### src/rtl/timing_check_monitor_if.sv
// Signal bundle between timing_check_monitor and the logic it watches.
// The skew-check signals exist only when TCM_SKEW_CHECK_EN is defined.
interface timing_check_monitor_if #(
    parameter int CH    = 4,
    parameter int CNT_W = 8
);
    logic [CH-1:0]    data;
    logic             ref_sig;
    logic             clr;
    logic [CH-1:0]    viol_setup;
    logic [CH-1:0]    viol_hold;
    logic [CH-1:0]    sticky;
    logic [CNT_W-1:0] viol_cnt;
    logic             irq;
`ifdef TCM_SKEW_CHECK_EN
    logic             ref2_sig;
    logic             viol_skew;
    logic             sticky_skew;

    modport master (
        output data, ref_sig, ref2_sig, clr,
        input  viol_setup, viol_hold, viol_skew, sticky, sticky_skew, viol_cnt, irq
    );
    modport slave (
        input  data, ref_sig, ref2_sig, clr,
        output viol_setup, viol_hold, viol_skew, sticky, sticky_skew, viol_cnt, irq
    );
`else
    modport master (
        output data, ref_sig, clr,
        input  viol_setup, viol_hold, sticky, viol_cnt, irq
    );
    modport slave (
        input  data, ref_sig, clr,
        output viol_setup, viol_hold, sticky, viol_cnt, irq
    );
`endif
endinterface

### src/rtl/timing_check_monitor.sv
// Cycle-based setup/hold (and optional skew) checker for CH synchronous channels.
// Define TCM_SKEW_CHECK_EN to build the ref_sig -> ref2_sig skew check.
module timing_check_monitor #(
    parameter int CH        = 4,
    parameter int CNT_W     = 8,
    parameter int SETUP_LIM = 2,
    parameter int HOLD_LIM  = 1,
    parameter int SKEW_LIM  = 3
) (
    input  logic                   clk,
    input  logic                   rst_n,
    timing_check_monitor_if.slave  bus
);
    localparam int               INC_W    = $clog2(2 * CH + 2);
    localparam logic [CNT_W-1:0] CNT_ZERO = {CNT_W{1'b0}};
    localparam logic [CNT_W-1:0] CNT_ONE  = {{(CNT_W-1){1'b0}}, 1'b1};
    localparam logic [CNT_W-1:0] CNT_MAX  = {CNT_W{1'b1}};
    localparam logic [CNT_W-1:0] SETUP_L  = CNT_W'(SETUP_LIM);
    localparam logic [CNT_W-1:0] HOLD_L   = CNT_W'(HOLD_LIM);

    function automatic logic [INC_W-1:0] popcount(input logic [CH-1:0] v);
        logic [INC_W-1:0] n;
        n = {INC_W{1'b0}};
        for (int i = 0; i < CH; i++) begin
            n = n + {{(INC_W-1){1'b0}}, v[i]};
        end
        return n;
    endfunction

    logic [CH-1:0]          data_q_r;
    logic                   ref_q_r;
    logic [CNT_W-1:0]       since_chg_r [CH];
    logic [CNT_W-1:0]       hold_cnt_r;
    logic [CH-1:0]          viol_setup_r, viol_hold_r, sticky_r;
    logic [CNT_W-1:0]       viol_cnt_r;
    logic                   irq_r;

    logic [CH-1:0]          chg_s, setup_v_s, hold_v_s, sticky_nxt_s;
    logic [CNT_W-1:0]       dist_s [CH];
    logic                   ref_rise_s;
    logic                   skew_v_s;
    logic                   sticky_skew_nxt_s;
    logic [INC_W-1:0]       inc_s;
    logic [CNT_W+INC_W-1:0] sum_s;
    logic [CNT_W-1:0]       cnt_nxt_s;

    // Edge detection, setup/hold violation decode and next sticky/count values
    always_comb begin
        chg_s      = bus.data ^ data_q_r;
        ref_rise_s = bus.ref_sig & ~ref_q_r;
        for (int i = 0; i < CH; i++) begin
            dist_s[i]    = chg_s[i] ? CNT_ZERO : since_chg_r[i];
            setup_v_s[i] = ref_rise_s & (dist_s[i] < SETUP_L);
            hold_v_s[i]  = chg_s[i] & ~ref_rise_s & (hold_cnt_r != CNT_ZERO);
        end
        // A violation in the same cycle as clr survives the clear
        sticky_nxt_s = (bus.clr ? {CH{1'b0}} : sticky_r) | setup_v_s | hold_v_s;
        inc_s = popcount(setup_v_s) + popcount(hold_v_s) + {{(INC_W-1){1'b0}}, skew_v_s};
        sum_s = {{INC_W{1'b0}}, (bus.clr ? CNT_ZERO : viol_cnt_r)} + {{CNT_W{1'b0}}, inc_s};
        if (sum_s > {{INC_W{1'b0}}, CNT_MAX}) begin
            cnt_nxt_s = CNT_MAX;
        end else begin
            cnt_nxt_s = sum_s[CNT_W-1:0];
        end
    end

    // Input history, per-channel change distance and hold window
    always_ff @(posedge clk or negedge rst_n) begin
        if (!rst_n) begin
            data_q_r   <= {CH{1'b0}};
            ref_q_r    <= 1'b0;
            hold_cnt_r <= CNT_ZERO;
            for (int i = 0; i < CH; i++) since_chg_r[i] <= CNT_MAX;
        end else begin
            data_q_r <= bus.data;
            ref_q_r  <= bus.ref_sig;
            if (ref_rise_s) begin
                hold_cnt_r <= HOLD_L;
            end else if (hold_cnt_r != CNT_ZERO) begin
                hold_cnt_r <= hold_cnt_r - CNT_ONE;
            end
            for (int i = 0; i < CH; i++) begin
                if (chg_s[i]) begin
                    since_chg_r[i] <= CNT_ONE;
                end else if (since_chg_r[i] != CNT_MAX) begin
                    since_chg_r[i] <= since_chg_r[i] + CNT_ONE;
                end
            end
        end
    end

    // Registered violation pulses, sticky flags, saturating count and interrupt
    always_ff @(posedge clk or negedge rst_n) begin
        if (!rst_n) begin
            viol_setup_r <= {CH{1'b0}};
            viol_hold_r  <= {CH{1'b0}};
            sticky_r     <= {CH{1'b0}};
            viol_cnt_r   <= CNT_ZERO;
            irq_r        <= 1'b0;
        end else begin
            viol_setup_r <= setup_v_s;
            viol_hold_r  <= hold_v_s;
            sticky_r     <= sticky_nxt_s;
            viol_cnt_r   <= cnt_nxt_s;
            irq_r        <= (|sticky_nxt_s) | sticky_skew_nxt_s;
        end
    end

    assign bus.viol_setup = viol_setup_r;
    assign bus.viol_hold  = viol_hold_r;
    assign bus.sticky     = sticky_r;
    assign bus.viol_cnt   = viol_cnt_r;
    assign bus.irq        = irq_r;

`ifdef TCM_SKEW_CHECK_EN
    typedef enum logic {SK_IDLE = 1'b0, SK_ARMED = 1'b1} skew_state_t;

    localparam logic [CNT_W:0] SKEW_END = (CNT_W+1)'(SKEW_LIM + 1);

    skew_state_t    skew_state_r;
    logic [CNT_W-1:0] skew_cnt_r;
    logic           ref2_q_r;
    logic           viol_skew_r, sticky_skew_r;
    logic [CNT_W:0] skew_next_s;

    // A late ref2 rise (at the limit+1 cycle) is also a violation; a new ref edge restarts
    always_comb begin
        skew_next_s       = {1'b0, skew_cnt_r} + {{CNT_W{1'b0}}, 1'b1};
        skew_v_s          = (skew_state_r == SK_ARMED) & ~ref_rise_s & (skew_next_s == SKEW_END);
        sticky_skew_nxt_s = (bus.clr ? 1'b0 : sticky_skew_r) | skew_v_s;
    end

    // Skew FSM with its registered pulse and sticky flag
    always_ff @(posedge clk or negedge rst_n) begin
        if (!rst_n) begin
            skew_state_r  <= SK_IDLE;
            skew_cnt_r    <= CNT_ZERO;
            ref2_q_r      <= 1'b0;
            viol_skew_r   <= 1'b0;
            sticky_skew_r <= 1'b0;
        end else begin
            ref2_q_r      <= bus.ref2_sig;
            viol_skew_r   <= skew_v_s;
            sticky_skew_r <= sticky_skew_nxt_s;
            case (skew_state_r)
                SK_IDLE: begin
                    if (ref_rise_s) begin
                        skew_state_r <= SK_ARMED;
                        skew_cnt_r   <= CNT_ZERO;
                    end
                end
                SK_ARMED: begin
                    if (ref_rise_s) begin
                        skew_cnt_r <= CNT_ZERO;
                    end else if ((bus.ref2_sig & ~ref2_q_r) || skew_v_s) begin
                        skew_state_r <= SK_IDLE;
                        skew_cnt_r   <= CNT_ZERO;
                    end else begin
                        skew_cnt_r <= skew_next_s[CNT_W-1:0];
                    end
                end
                default: begin
                    skew_state_r <= SK_IDLE;
                    skew_cnt_r   <= CNT_ZERO;
                end
            endcase
        end
    end

    assign bus.viol_skew   = viol_skew_r;
    assign bus.sticky_skew = sticky_skew_r;
`else
    assign skew_v_s          = 1'b0;
    assign sticky_skew_nxt_s = 1'b0;
`endif

endmodule
### src/flat_wrapper.sv
// flat-port wrapper written by rule: the top's interface ports become plain ports
module timing_check_monitor_flat 
#(
    parameter int CH        = 4,
    parameter int CNT_W     = 8,
    parameter int SETUP_LIM = 2,
    parameter int HOLD_LIM  = 1,
    parameter int SKEW_LIM  = 3
)
  (clk, rst_n, bus_data, bus_ref_sig, bus_clr, bus_viol_setup, bus_viol_hold, bus_sticky, bus_viol_cnt, bus_irq);
  timing_check_monitor_if #(.CH(CH), .CNT_W(CNT_W)) bus_i ();
  input  logic clk;
  input  logic rst_n;
  input wire logic [$bits(bus_i.data)-1:0] bus_data;
  input wire logic [$bits(bus_i.ref_sig)-1:0] bus_ref_sig;
  input wire logic [$bits(bus_i.clr)-1:0] bus_clr;
  output wire logic [$bits(bus_i.viol_setup)-1:0] bus_viol_setup;
  output wire logic [$bits(bus_i.viol_hold)-1:0] bus_viol_hold;
  output wire logic [$bits(bus_i.sticky)-1:0] bus_sticky;
  output wire logic [$bits(bus_i.viol_cnt)-1:0] bus_viol_cnt;
  output wire logic [$bits(bus_i.irq)-1:0] bus_irq;
  assign bus_i.data = bus_data;
  assign bus_i.ref_sig = bus_ref_sig;
  assign bus_i.clr = bus_clr;
  assign bus_viol_setup = bus_i.viol_setup;
  assign bus_viol_hold = bus_i.viol_hold;
  assign bus_sticky = bus_i.sticky;
  assign bus_viol_cnt = bus_i.viol_cnt;
  assign bus_irq = bus_i.irq;
  timing_check_monitor #(.CH(CH), .CNT_W(CNT_W), .SETUP_LIM(SETUP_LIM), .HOLD_LIM(HOLD_LIM), .SKEW_LIM(SKEW_LIM)) u_core (.clk(clk), .rst_n(rst_n), .bus(bus_i));
endmodule
### config.mk
export PLATFORM = sky130hd
export DESIGN_NAME = timing_check_monitor_flat
export DESIGN_NICKNAME = d
export VERILOG_FILES = /design/src/rtl/timing_check_monitor_if.sv /design/src/rtl/timing_check_monitor.sv /design/src/flat_wrapper.sv
export SDC_FILE = /design/constraint.sdc
export NUM_CORES = 1
export LEC_CHECK = 0
export ABC_AREA = 0
export CAP_MARGIN = 25
export CORE_UTILIZATION = 38
export DETAILED_ROUTE_END_ITERATION = 10
export GPL_ROUTABILITY_DRIVEN = 0
export PLACE_DENSITY = 0.62
export SYNTH_ARGS = -nofsm -noshare
export SYNTH_HDL_FRONTEND = slang
export SYNTH_SLANG_ARGS = --single-unit
### constraint.sdc
create_clock -name clk -period 15.2 [get_ports clk]
set_input_delay 3.04 -clock clk [delete_from_list [all_inputs] [get_ports clk]]
set_output_delay 3.04 -clock clk [all_outputs]
set_load 0.02 [all_outputs]
Word-level counts from Yosys, hierarchy flattened
Index checks and enable logic that the tools add are counted.

$add $sub $neg: 13. $mul: 0. Div/mod/pow operators: 0. $lt $le $gt $ge: 5. Equality and inequality tests: 4. Shifts and indexed selects: 0. Muxes and demuxes: 17. Bitwise logic cells: 18. Reductions and logical operators: 7.

Operator list (number): $mux W8 (16); $add A8 B1 Y8 const B (4); $lt A8 B2 Y1 const B (4); $ne A8 B8 Y1 const B (4); $add A4 B1 Y4 (4); $and A1 B1 Y1 (13); $gt A12 B8 Y1 const B (1); $reduce_bool A2 Y1 (5); $add A8 B4 Y9 (1); $or A4 B4 Y4 (2); $reduce_bool A8 Y1 (1); $sub A8 B1 Y8 const B (1); $add A1 B1 Y2 (2); $add A4 B4 Y4 (1); $mux W4 (1); $reduce_or A4 Y1 (1); $xor A4 B4 Y4 (1); $not A1 Y1 (2).

Flip-flop bits (word level): 66. Bits in latches: 0. Bits in writable memories: 0. ROM bits: 0. Input port bits: 8. Output and inout bits: 21. Word-level logic and storage cells: 76. Memories: 0.

Depth between registers and ports, before layout
Gate-level depths: netlist (run 1).

Depth after elaboration: 12. Depth in mapped cells: 19. Depth with buffers taken out: 18.

Least setup slack after synthesis (run 1)
Ideal clock, no wire load.

Kind: input to register. From: in bus_data[0]. To: reg u_core.viol_cnt_r[7], in the netlist u_core.bus.viol_cnt[7]. Library setup time: 126 ps. Data arrival time: 7003 ps. Data required time: 15074 ps. Setup slack: 8071 ps. Cell stages on the path: 15. Buffers on the path: 0. Cells stage by stage: xor2_1 > o211ai_2 > inv_1 > ha_1 > inv_1 > fa_1 > fa_1 > inv_1 > ha_1 > fa_1 > fa_1 > a21o_1 > a21o_1 > or4_1 > o311a_1.

Elaborated cells on any way between the ends: 16. Classes of those cells: add/sub (8); order compare (2); mux (2); bitwise (4).

RTL lines: start, declared (line flat_wrapper.sv:14) `input wire logic [$bits(bus_i.data)-1:0] bus_data;`; $xor A4 B4 Y4 (*) (line timing_check_monitor.sv:49) `chg_s = bus.data ^ data_q_r;`; $and A1 B1 Y1 (*) (2 in a row) (line timing_check_monitor.sv:54) `hold_v_s[i] = chg_s[i] & ~ref_rise_s & (hold_cnt_r != CNT_ZERO);`; named net u_core.hold_v_s[0] (line timing_check_monitor.sv:38) `logic [CH-1:0] chg_s, setup_v_s, hold_v_s, sticky_nxt_s;`; $add A1 B1 Y2 (*) (line timing_check_monitor.sv:25) `n = n + {{(INC_W-1){1'b0}}, v[i]};`; $add A4 B1 Y4 (*) (2 in a row) (line timing_check_monitor.sv:25); $add A4 B4 Y4 (*) (line timing_check_monitor.sv:58) `inc_s = popcount(setup_v_s) + popcount(hold_v_s) + {{(INC_W-1){1'b0}}, skew_v_s};`; $add A8 B4 Y9 (*) (line timing_check_monitor.sv:59) `sum_s = {{INC_W{1'b0}}, (bus.clr ? CNT_ZERO : viol_cnt_r)} + {{CNT_W{1'b0}}, inc_s};`; $gt A12 B8 Y1 (line timing_check_monitor.sv:60) `if (sum_s > {{INC_W{1'b0}}, CNT_MAX}) begin`; $mux W8 (*) (line timing_check_monitor.sv:60); named net u_core.cnt_nxt_s[7] (line timing_check_monitor.sv:45) `logic [CNT_W-1:0] cnt_nxt_s;`; end signal, assigned (line timing_check_monitor.sv:104) `viol_cnt_r <= cnt_nxt_s;`; end, declared (line timing_check_monitor.sv:35) `logic [CNT_W-1:0] viol_cnt_r;`.

The timed path passes the listed nets; every way through them passes the cells marked *. A chain may end at the register's enable or synchronous reset.

Final worst setup path (run 1)
From: in bus_data[0]. To: reg u_core.viol_cnt_r[7], in the netlist u_core.bus.viol_cnt[7].

Word-level cells in the longest chain between the ends: 11. Elaborated cells on any way between the ends: 16. Classes of those cells: add/sub (8); order compare (2); mux (2); bitwise (4).

Ends and longest elaborated chain: $xor A4 B4 Y4 (*) (line timing_check_monitor.sv:49); $mux W8 (*) (line timing_check_monitor.sv:52) `dist_s[i] = chg_s[i] ? CNT_ZERO : since_chg_r[i];`; $lt A8 B2 Y1 (*) (line timing_check_monitor.sv:53) `setup_v_s[i] = ref_rise_s & (dist_s[i] < SETUP_L);`; $and A1 B1 Y1 (*) (line timing_check_monitor.sv:53); named net u_core.setup_v_s[0] (line timing_check_monitor.sv:38); $add A1 B1 Y2 (*) (line timing_check_monitor.sv:25); $add A4 B1 Y4 (*) (2 in a row) (line timing_check_monitor.sv:25); $add A4 B4 Y4 (*) (line timing_check_monitor.sv:58); $add A8 B4 Y9 (*) (line timing_check_monitor.sv:59); $gt A12 B8 Y1 (line timing_check_monitor.sv:60); $mux W8 (*) (line timing_check_monitor.sv:60); named net u_core.cnt_nxt_s[7] (line timing_check_monitor.sv:45).

Marked as above.

==> results of run 1 <==
==> cell type report <==
| type | instances | area (µm²) | area share, % |
|---|---|---|---|
| Sequential cell | 66 | 1690 | 42.6 |
| Multi-Input combinational cell | 225 | 1620 | 40.7 |
| Timing Repair Buffer | 29 | 283 | 7.11 |
| Clock buffer | 13 | 159 | 4.00 |
| Tap cell | 108 | 135 | 3.40 |
| Inverter | 20 | 75.1 | 1.89 |
| Clock inverter | 3 | 15.0 | 0.378 |
==> state kept, by name, indices dropped and copies added (netlist names) <==
register               cells
u_core.since_chg_r        32
u_core.bus.viol_cnt        8
u_core.hold_cnt_r          8
u_core.bus.sticky          4
u_core.bus.viol_hold       4
u_core.bus.viol_setup      4
u_core.data_q_r            4
u_core.bus.irq             1
u_core.ref_q_r             1
==> worst max-delay path, stage by stage <==
cell and delay (ns):
clkdlybuf4s50_1 0.52, xor2_1 0.50, a21oi_1 0.13, nor2_1 0.18, ha_1 0.25, inv_1 0.07, fa_1 0.42, fa_1 0.49
inv_1 0.04, ha_1 0.19, fa_1 0.49, fa_1 0.48, a21o_1 0.21, a21o_1 0.22, or4_1 0.51, o311a_1 0.14
==> worst max path at each step <==
stage	to	slack, ns	cells after the start
2_1_floorplan	u_core.bus.viol_cnt[7]	8.07	15
3_3_place_gp	u_core.bus.viol_cnt[7]	7.32	16
3_5_place_dp	u_core.bus.viol_cnt[7]	7.20	16
4_1_cts	u_core.bus.viol_cnt[7]	7.56	16
5_1_grt	u_core.bus.viol_cnt[7]	7.32	16
6_report	u_core.bus.viol_cnt[7]	7.54	16
==> cell usage after synthesis (8+ instances only) <==
cell / n
a31oi_1: 20
dfstp_2: 32
nor3_1: 10
o21ai_0: 11
xor2_1: 10
ha_1: 16
a21oi_1: 10
inv_1: 20
xnor2_1: 12
nand3_1: 8
and3_1: 10
dfrtp_1: 34
nor2_1: 21
nand2_1: 13
==> power by group through the flow <==
stage	Combinational [mW]	Clock, mW	Sequential (mW)
floorplan	0.136	0	0.247
global placement	0.197	0	0.238
finish	0.201	0.130	0.236
detailed placement	0.203	0	0.239
CTS	0.204	0.136	0.237
global route	0.227	0.142	0.241
==> cell families after synthesis <==
group,after synthesis
simple gates,105
compound gates,72
flops,66
buf+inv,28
xor+xnor,22
fa+ha+maj,21
mux,5
==> through the flow <==
stage	cell area (µm²)	setup slack, ns	hold WS (ns)	cells	utilization [%]
2_1_floorplan	3430	8.07	0.485	319	-
3_3_place_gp	3800	7.32	0.502	448	43.6
3_5_place_dp	3800	7.20	0.516	448	43.6
4_1_cts	3980	7.56	0.517	464	45.6
5_1_grt	3980	7.32	0.559	464	45.6
6_report	3980	7.54	0.521	464	45.6
==> placed cells by master (no fill, tap or decap), drive strengths merged, types with 13 or more instances in the layout <==
cell type,Yosys,final
dfstp,32,32
clkbuf,6,13
nor2,21,21
a31oi,20,20
dfrtp,34,34
clkdlybuf4s50,0,27
ha,16,16
inv,20,20
o21ai,14,14
nand2,13,13
==> per-layer routing <==
| metal | global-route usage, % | routed length (µm) | up-vias | share of wire [%] |
|---|---|---|---|---|
| met5 | 0 | 0 | - | 0 |
| met2 | 22.4 | 2970 | 38 | 47 |
| met4 | 5.17 | 51 | 0 | 0.80 |
| met3 | 3.25 | 196 | 6 | 3.1 |
| li1 | - | - | 1227 | - |
| met1 | 19.8 | 3150 | 1192 | 49 |
==> results.cfg, run 1 <==
[outcome]
status = finished, final reports clean

[route]
drc = 0
routed_wl_mm = 6.37
via_per_inst = 5.31
wl_per_cell_um = 13.7
dr_total_vias = 2463
ant_nets = 0
firstDrtPassIters = 4
drt_iter0_markers = 115

[setup_path]
crit_type = input pin to flop
path_max_fanout = 7
r2r_start = u_core.hold_cnt_r[0]
arrival_ns = 7.88
critical_path.endpoint_type = flop
r2r_setup_slack_ns = 10.00
reg2reg_depth = 17
r2r-end = u_core.bus.viol_cnt[7]
critPathLaunch = bus_data[0]
cp.required_ns = 15.41
critPathLaunchType = input pin

[timing]
timing.final.crit_share_pct = 50.4
hold_viol_final = 0
tightest_slew_ns = 0.808
final.setup.tns_ns = 0
setup_violations = 0
drv_slew = 0
maxSlewHeadroom_pct = 46.1
max_freq_mhz = 131
clock_skew_ns = 0.0121
min_period_ns = 7.66
rsz0062_at_grt = no

[floorplanning]
core-area_um2 = 8720
io_pins = 29
rows = 34
dieArea_um2 = 9400
start_util_pct = 39.3
die_height_um = 97.0
die_w_um = 97.0

[cells_and_area]
drive_gt1_share_pct = 15.2
fillers = 795
n_antenna_cell = 0
nets = 380
syn2layout_area_growth_pct = 16.0

[yosys]
synth_top_area_share_pct = 24.8
synth_edf_count = 0
synth_top_cell_by_area = dfrtp_1
synth-async-reset-ratio_pct = 100
synthAdderAreaFrac_pct = 8.77
synthFlopType = dfrtp_1
synth-simple-area-share_pct = 17.0
synth_top_family_by_area = simple AND/OR/NAND/NOR gates
seq_area_frac_synth_pct = 49.4
yosys_warnings = 0
synth_area_per_cell_um2 = 10.7
syn_inst = 319
netlist_area_um2 = 3430
synth_xor_area_share_pct = 5.62
synth.area.top_cells = dfrtp_1, dfstp_2, ha_1
ys_ff_latch = 66
synth_cell_types = 47
synth_fp_nets = 348
synth_compound_area_share_pct = 14.3
synthMuxAreaShare_pct = 1.46

[grt]
grt.total_usage_pct = 14.4
grt_pass1_vias = 2322
grt_pass1_wl_mm = 11.0
grt_max_degree = 67
gr-total-overflow = 0
antenna_found_initial = 0

[cts]
root_buffer = clkbuf_8
cts_sinks = 66
clk_latency_ns = 0.33
post_cts_resized = 0
cts_made_buffers = 9
post_cts_buffers = 0
clockBufferDepth = 2
clk_pin_slew_ns = 0.07
cts_tree = yes
cts-hold-fix-buffers = 0
htreeDepth = 3

[power_and_ir_drop]
power_mw = 0.567
p_clk_share_pct = 23.0
combinationalPowerShare_pct = 35.4
internal_power_mw = 0.372
p_sw_share_pct = 34.5
switchingPower_mw = 0.196
power_density_nw_per_um2 = 143
power_frac_seq_pct = 41.7
p_leak_nw = 1.76
irDropWorstVdd_mv = 0.0503

[worst_hold_path]
hold_depth = 2
hp-start = u_core.since_chg_r[23]
hold_path.class = flop to flop
hold_end = u_core.since_chg_r[22]

[flow_run]
maxCapViolations = 0

[place]
hpwl_mm = 4.51
portBuffers = 28
Power figures use the tool's default switching activity.
==> inputs of run 2 (changes only) <==
--- a/config.mk
+++ b/config.mk
@@ -10,7 +10,7 @@
 export CORE_UTILIZATION = 38
 export DETAILED_ROUTE_END_ITERATION = 10
 export GPL_ROUTABILITY_DRIVEN = 0
-export PLACE_DENSITY = 0.62
+export PLACE_DENSITY = 0.64
 export SYNTH_ARGS = -nofsm -noshare
 export SYNTH_HDL_FRONTEND = slang
 export SYNTH_SLANG_ARGS = --single-unit
==> constraint.sdc (replaced) <==
create_clock -name clk -period 7 [get_ports clk]
set_input_delay 1.4 -clock clk [delete_from_list [all_inputs] [get_ports clk]]
set_output_delay 1.4 -clock clk [all_outputs]
set_load 0.02 [all_outputs]
==> results.cfg, run 2 (synthesis results as in run 1) <==
[cells_and_area]
drive_gt1_share_pct = 16.2
finalNonFillerCells = 466
nets = 382
largest_reg_flops = 32
postLayoutCellArea_um2 = 4010
syn2layout_area_growth_pct = 16.9
final_common_cell = dfrtp_1
fillers = 820
top_register = u_core.since_chg_r
n_antenna_cell = 0
final_cell_mix = dfrtp_1, dfstp_2, clkdlybuf4s50_1, nor2_1

[setup_path]
path_max_fanout = 4
critical_path.slowest_cell = clkdlybuf4s50_1
cp.required_ns = 7.23
path_cells = clkdlybuf4s50_1, xor2_1, a21oi_1, nor2_1, ha_1, inv_1, fa_1, fa_1, inv_1, ha_1, fa_1, fa_1, a21o_1, a21o_1, or4_1, o311a_1
critical_path.endpoint_type = flop
arrival_ns = 6.06
critPathMaxStageDelay_ns = 0.52
critPathLaunchType = input pin
critPathMostFrequentCell = fa_1
crit_type = input pin to flop

[place]
hpwl_mm = 4.45
placed_cell_area_um2 = 3820
portBuffers = 28
dp.cells = 450

[grt]
antenna_found_initial = 0
grt_max_degree = 67
grt.total_usage_pct = 14.6
gr-total-overflow = 0
grt_pass1_wl_mm = 11.1
grt_pass1_vias = 2329

[timing]
min_period_ns = 5.84
whs_ns = 0.520
hold_viol_final = 0
drv_slew = 0
final.setup.tns_ns = 0
timing.final.crit_share_pct = 83.4
setup_violations = 0
max_freq_mhz = 171
maxSlewHeadroom_pct = 44.9
rsz0062_at_grt = no
clock_skew_ns = 0.00747
tightest_slew_ns = 0.826

[route]
ant_nets = 0
met2WireLength_mm = 2.76
wl_per_cell_um = 13.3
m1WireLength_mm = 3.17
via_per_inst = 5.21
routed_wl_mm = 6.21
firstDrtPassIters = 4
drt_iter0_markers = 119
drc = 0
dr_total_vias = 2426
met3_length_um = 188
top_layer_used = met4

[power_and_ir_drop]
power_density_nw_per_um2 = 312
irDropWorstVdd_mv = 0.118
p_leak_nw = 1.78

[cts]
post_cts_buffers = 0
root_buffer = clkbuf_8
clockBufferDepth = 2
clk_latency_ns = 0.34
cts_sinks = 66
cts_made_buffers = 9
htreeDepth = 3
post_cts_resized = 0
cts_tree = yes
clk_pin_slew_ns = 0.07
cts-hold-fix-buffers = 0

[floorplanning]
start_util_pct = 39.3
io_pins = 29
dieArea_um2 = 9400
die_w_um = 97.0
rows = 34
core-area_um2 = 8720
die_height_um = 97.0

[worst_hold_path]
hold_path.class = flop to flop

[flow_run]
maxCapViolations = 0

[outcome]
status = finished, final reports clean
## run 2: changes by cell type in the layout (fill, tap and decap cells not counted)
cell / delta
buf_4: +2
clkinvlp_4: +2
clkbuf_8: +1
clkinv_2: -1
clkbuf_1: -2
## run 2: critical path: cells and delay by family
kind	cells	cell delay (ns)
fa+ha+maj	6	2.33
compound gates	4	0.69
simple gates	2	0.67
buf+inv	3	0.63
xor+xnor	1	0.36
## run 2: worst paths after layout
path	start	end	slack [ns]	depth (start not counted)
min in group asynchronous	rst_n	u_core.bus.viol_setup[3]	1.22	2
hold reg to reg	u_core.since_chg_r[23]	u_core.since_chg_r[22]	0.52	2
max in group asynchronous	rst_n	u_core.hold_cnt_r[2]	5.21	2
setup reg to reg	u_core.hold_cnt_r[0]	u_core.bus.viol_cnt[7]	1.79	17
setup / recovery	bus_data[1]	u_core.bus.viol_cnt[7]	1.16	16
hold / removal	u_core.since_chg_r[23]	u_core.since_chg_r[22]	0.52	2
## run 2: where the power goes
part           switching (mW)  leakage [nW]  internal (mW)
Clock                   0.145        0.0944          0.156
Sequential             0.0520         0.752          0.459
Combinational           0.236         0.929          0.202
Total                   0.433          1.78          0.818
## run 2: through the flow
stage                     utilization [%]  worst slack (ns)  power (mW)
final                                45.9              1.16        1.25
after global routing                 45.9             0.918        1.36
after CTS                            45.9              1.16        1.27
after detailed placement             43.8             0.792       0.963
after global placement               43.8             0.893       0.946
after floorplan                         -              1.51       0.832
## run 2: cell type report
class | count | area [µm²] | area share (%)
Clock inverter | 4 | 25.0 | 0.625
Multi-Input combinational cell | 225 | 1620 | 40.3
Sequential cell | 66 | 1690 | 42.2
Timing Repair Buffer | 31 | 298 | 7.43
Tap cell | 108 | 135 | 3.37
Clock buffer | 12 | 165 | 4.12
Inverter | 20 | 75.1 | 1.87
## run 2: metal layers
layer	track usage [%]	vias up
li1	-	1231
met1	20.5	1150
met2	22.0	36
met3	2.89	9
met4	5.86	0
met5	0	-
==> inputs of run 3 (changes only) <==
==> constraint.sdc (replaced) <==
create_clock -name clk -period 4.95 [get_ports clk]
set_input_delay 0.99 -clock clk [delete_from_list [all_inputs] [get_ports clk]]
set_output_delay 0.99 -clock clk [all_outputs]
set_load 0.02 [all_outputs]
==> results.cfg, run 3 (synthesis results as in run 1) <==
[worst_hold_path]
hold_path.class = flop to flop
hp-start = u_core.since_chg_r[23]
hold_depth = 2
hold_end = u_core.since_chg_r[22]

[grt]
gr-total-overflow = 0
grt_pass1_wl_mm = 12.0
grt_pass1_vias = 2601
grt.total_usage_pct = 15.9
grt_max_degree = 35
antenna_found_initial = 0

[cts]
clk_pin_slew_ns = 0.08
clk_latency_ns = 0.36
htreeDepth = 3
cts_tree = yes
cts_made_buffers = 9
root_buffer = clkbuf_8
clockBufferDepth = 2
cts_sinks = 66

[power_and_ir_drop]
switchingPower_mw = 0.690
irDropWorstVdd_mv = 0.181
internal_power_mw = 1.37
power_frac_seq_pct = 35.2
p_sw_share_pct = 33.5
p_clk_share_pct = 22.8
combinationalPowerShare_pct = 42.0
power_density_nw_per_um2 = 460
p_leak_nw = 2.04

[cells_and_area]
largest_reg_flops = 32
syn2layout_area_growth_pct = 30.6
n_antenna_cell = 0
top_register = u_core.since_chg_r
drive_gt1_share_pct = 30.1
final_cell_mix = buf_4, dfrtp_1, dfstp_2, clkdlybuf4s50_1, nor2_1
fillers = 754
nets = 436
finalNonFillerCells = 520
final_common_cell = buf_4

[floorplanning]
dieArea_um2 = 9400
die_height_um = 97.0
die_w_um = 97.0
rows = 34
core-area_um2 = 8720
io_pins = 29
start_util_pct = 39.3

[timing]
max_freq_mhz = 207
timing.final.crit_share_pct = 97.5
hold_viol_final = 0
final.setup.tns_ns = 0
drv_slew = 0
tightest_slew_ns = 0.724
setup_violations = 0
whs_ns = 0.507
maxSlewHeadroom_pct = 51.7
min_period_ns = 4.83
clock_skew_ns = 0.0104

[setup_path]
critical_path.endpoint_type = flop
critPathLaunchType = flop
r2r_setup_slack_ns = 0.12
crit_type = flop to flop
path_max_fanout = 3
cp.required_ns = 5.19
reg2reg_depth = 17
r2r-end = u_core.bus.viol_cnt[7]
arrival_ns = 5.06
r2r_start = u_core.hold_cnt_r[0]

[route]
ant_nets = 0
wl_per_cell_um = 13.4
via_per_inst = 5.11
drc = 0
drt_iter0_markers = 120
firstDrtPassIters = 4
dr_total_vias = 2658
routed_wl_mm = 6.99

[place]
hpwl_mm = 4.68
dp.cells = 477
portBuffers = 28

[flow_run]
maxCapViolations = 0

[outcome]
status = finished, final reports clean
-- run 3: worst max path at each step --
| stage | startpoint | to | slack, ns | cells past startpoint |
|---|---|---|---|---|
| 3_3_place_gp | bus_data[1] | u_core.bus.viol_cnt[7] | -0.54 | 16 |
| 3_5_place_dp | bus_data[1] | u_core.bus.viol_cnt[7] | -0.67 | 16 |
| 5_1_grt | u_core.hold_cnt_r[0] | u_core.bus.viol_cnt[7] | -0.03 | 17 |
| 2_1_floorplan | u_core.hold_cnt_r[0] | u_core.bus.viol_cnt[7] | 0.02 | 18 |
| 4_1_cts | bus_data[1] | u_core.bus.viol_cnt[7] | 0.001 | 16 |
| 6_report | u_core.hold_cnt_r[0] | u_core.bus.viol_cnt[7] | 0.12 | 17 |
-- run 3: routing by layer --
metal,vias up,part of all wire [%],track usage (%)
met1,1270,49,20.9
met5,-,0,0
met3,14,2.7,3.68
met4,0,2.2,7.46
met2,34,46,25.0
li1,1340,-,-
-- run 3: power by group through the flow --
stage | sequential (mW) | combinational [mW] | clock, mW
finish | 0.724 | 0.865 | 0.470
global route | 0.735 | 0.958 | 0.506
CTS | 0.721 | 0.804 | 0.485
detailed placement | 0.731 | 0.708 | 0
global placement | 0.726 | 0.699 | 0
floorplan | 0.759 | 0.421 | 0
-- run 3: metrics by stage --
step / total power, mW / utilization, % / cell area, µm² / setup slack, ns
3_5_place_dp: 1.44 / 46.2 / 4030 / -0.674
2_1_floorplan: 1.18 / - / 3440 / 0.0205
3_3_place_gp: 1.43 / 46.2 / 4030 / -0.542
6_report: 2.06 / 51.3 / 4480 / 0.124
4_1_cts: 2.01 / 50.6 / 4410 / 0.00119
5_1_grt: 2.20 / 51.3 / 4480 / -0.0258
-- run 3: critical path: stages (launching register included) --
cell,delay [ns]
dfrtp_1,0.40
inv_2,0.08
ha_4,0.14
or4b_4,0.49
o211ai_2,0.20
inv_1,0.08
ha_1,0.28
inv_1,0.05
fa_1,0.45
fa_1,0.49
inv_1,0.04
ha_2,0.18
fa_2,0.47
fa_2,0.37
a21o_1,0.18
a21o_1,0.18
or4_1,0.50
o311a_1,0.14
-- run 3: cell type report --
cell class	count	area [µm²]	area share, %
Multi-Input combinational cell	225	1670	37.3
Timing Repair Buffer	85	699	15.6
Tap cell	108	135	3.02
Clock inverter	5	62.6	1.40
Inverter	20	75.1	1.68
Sequential cell	66	1690	37.8
Clock buffer	11	141	3.16
-- run 3: repair_timing --
| action | in CTS | in global routing |
|---|---|---|
| setup buffers | 21 | 6 |
| gates resized for setup | 8 | 7 |
| hold buffers | 0 | 0 |
| pin swaps | 8 | 8 |
| setup endpoints to repair | 7 | 3 |
| gates cloned | 0 | 0 |
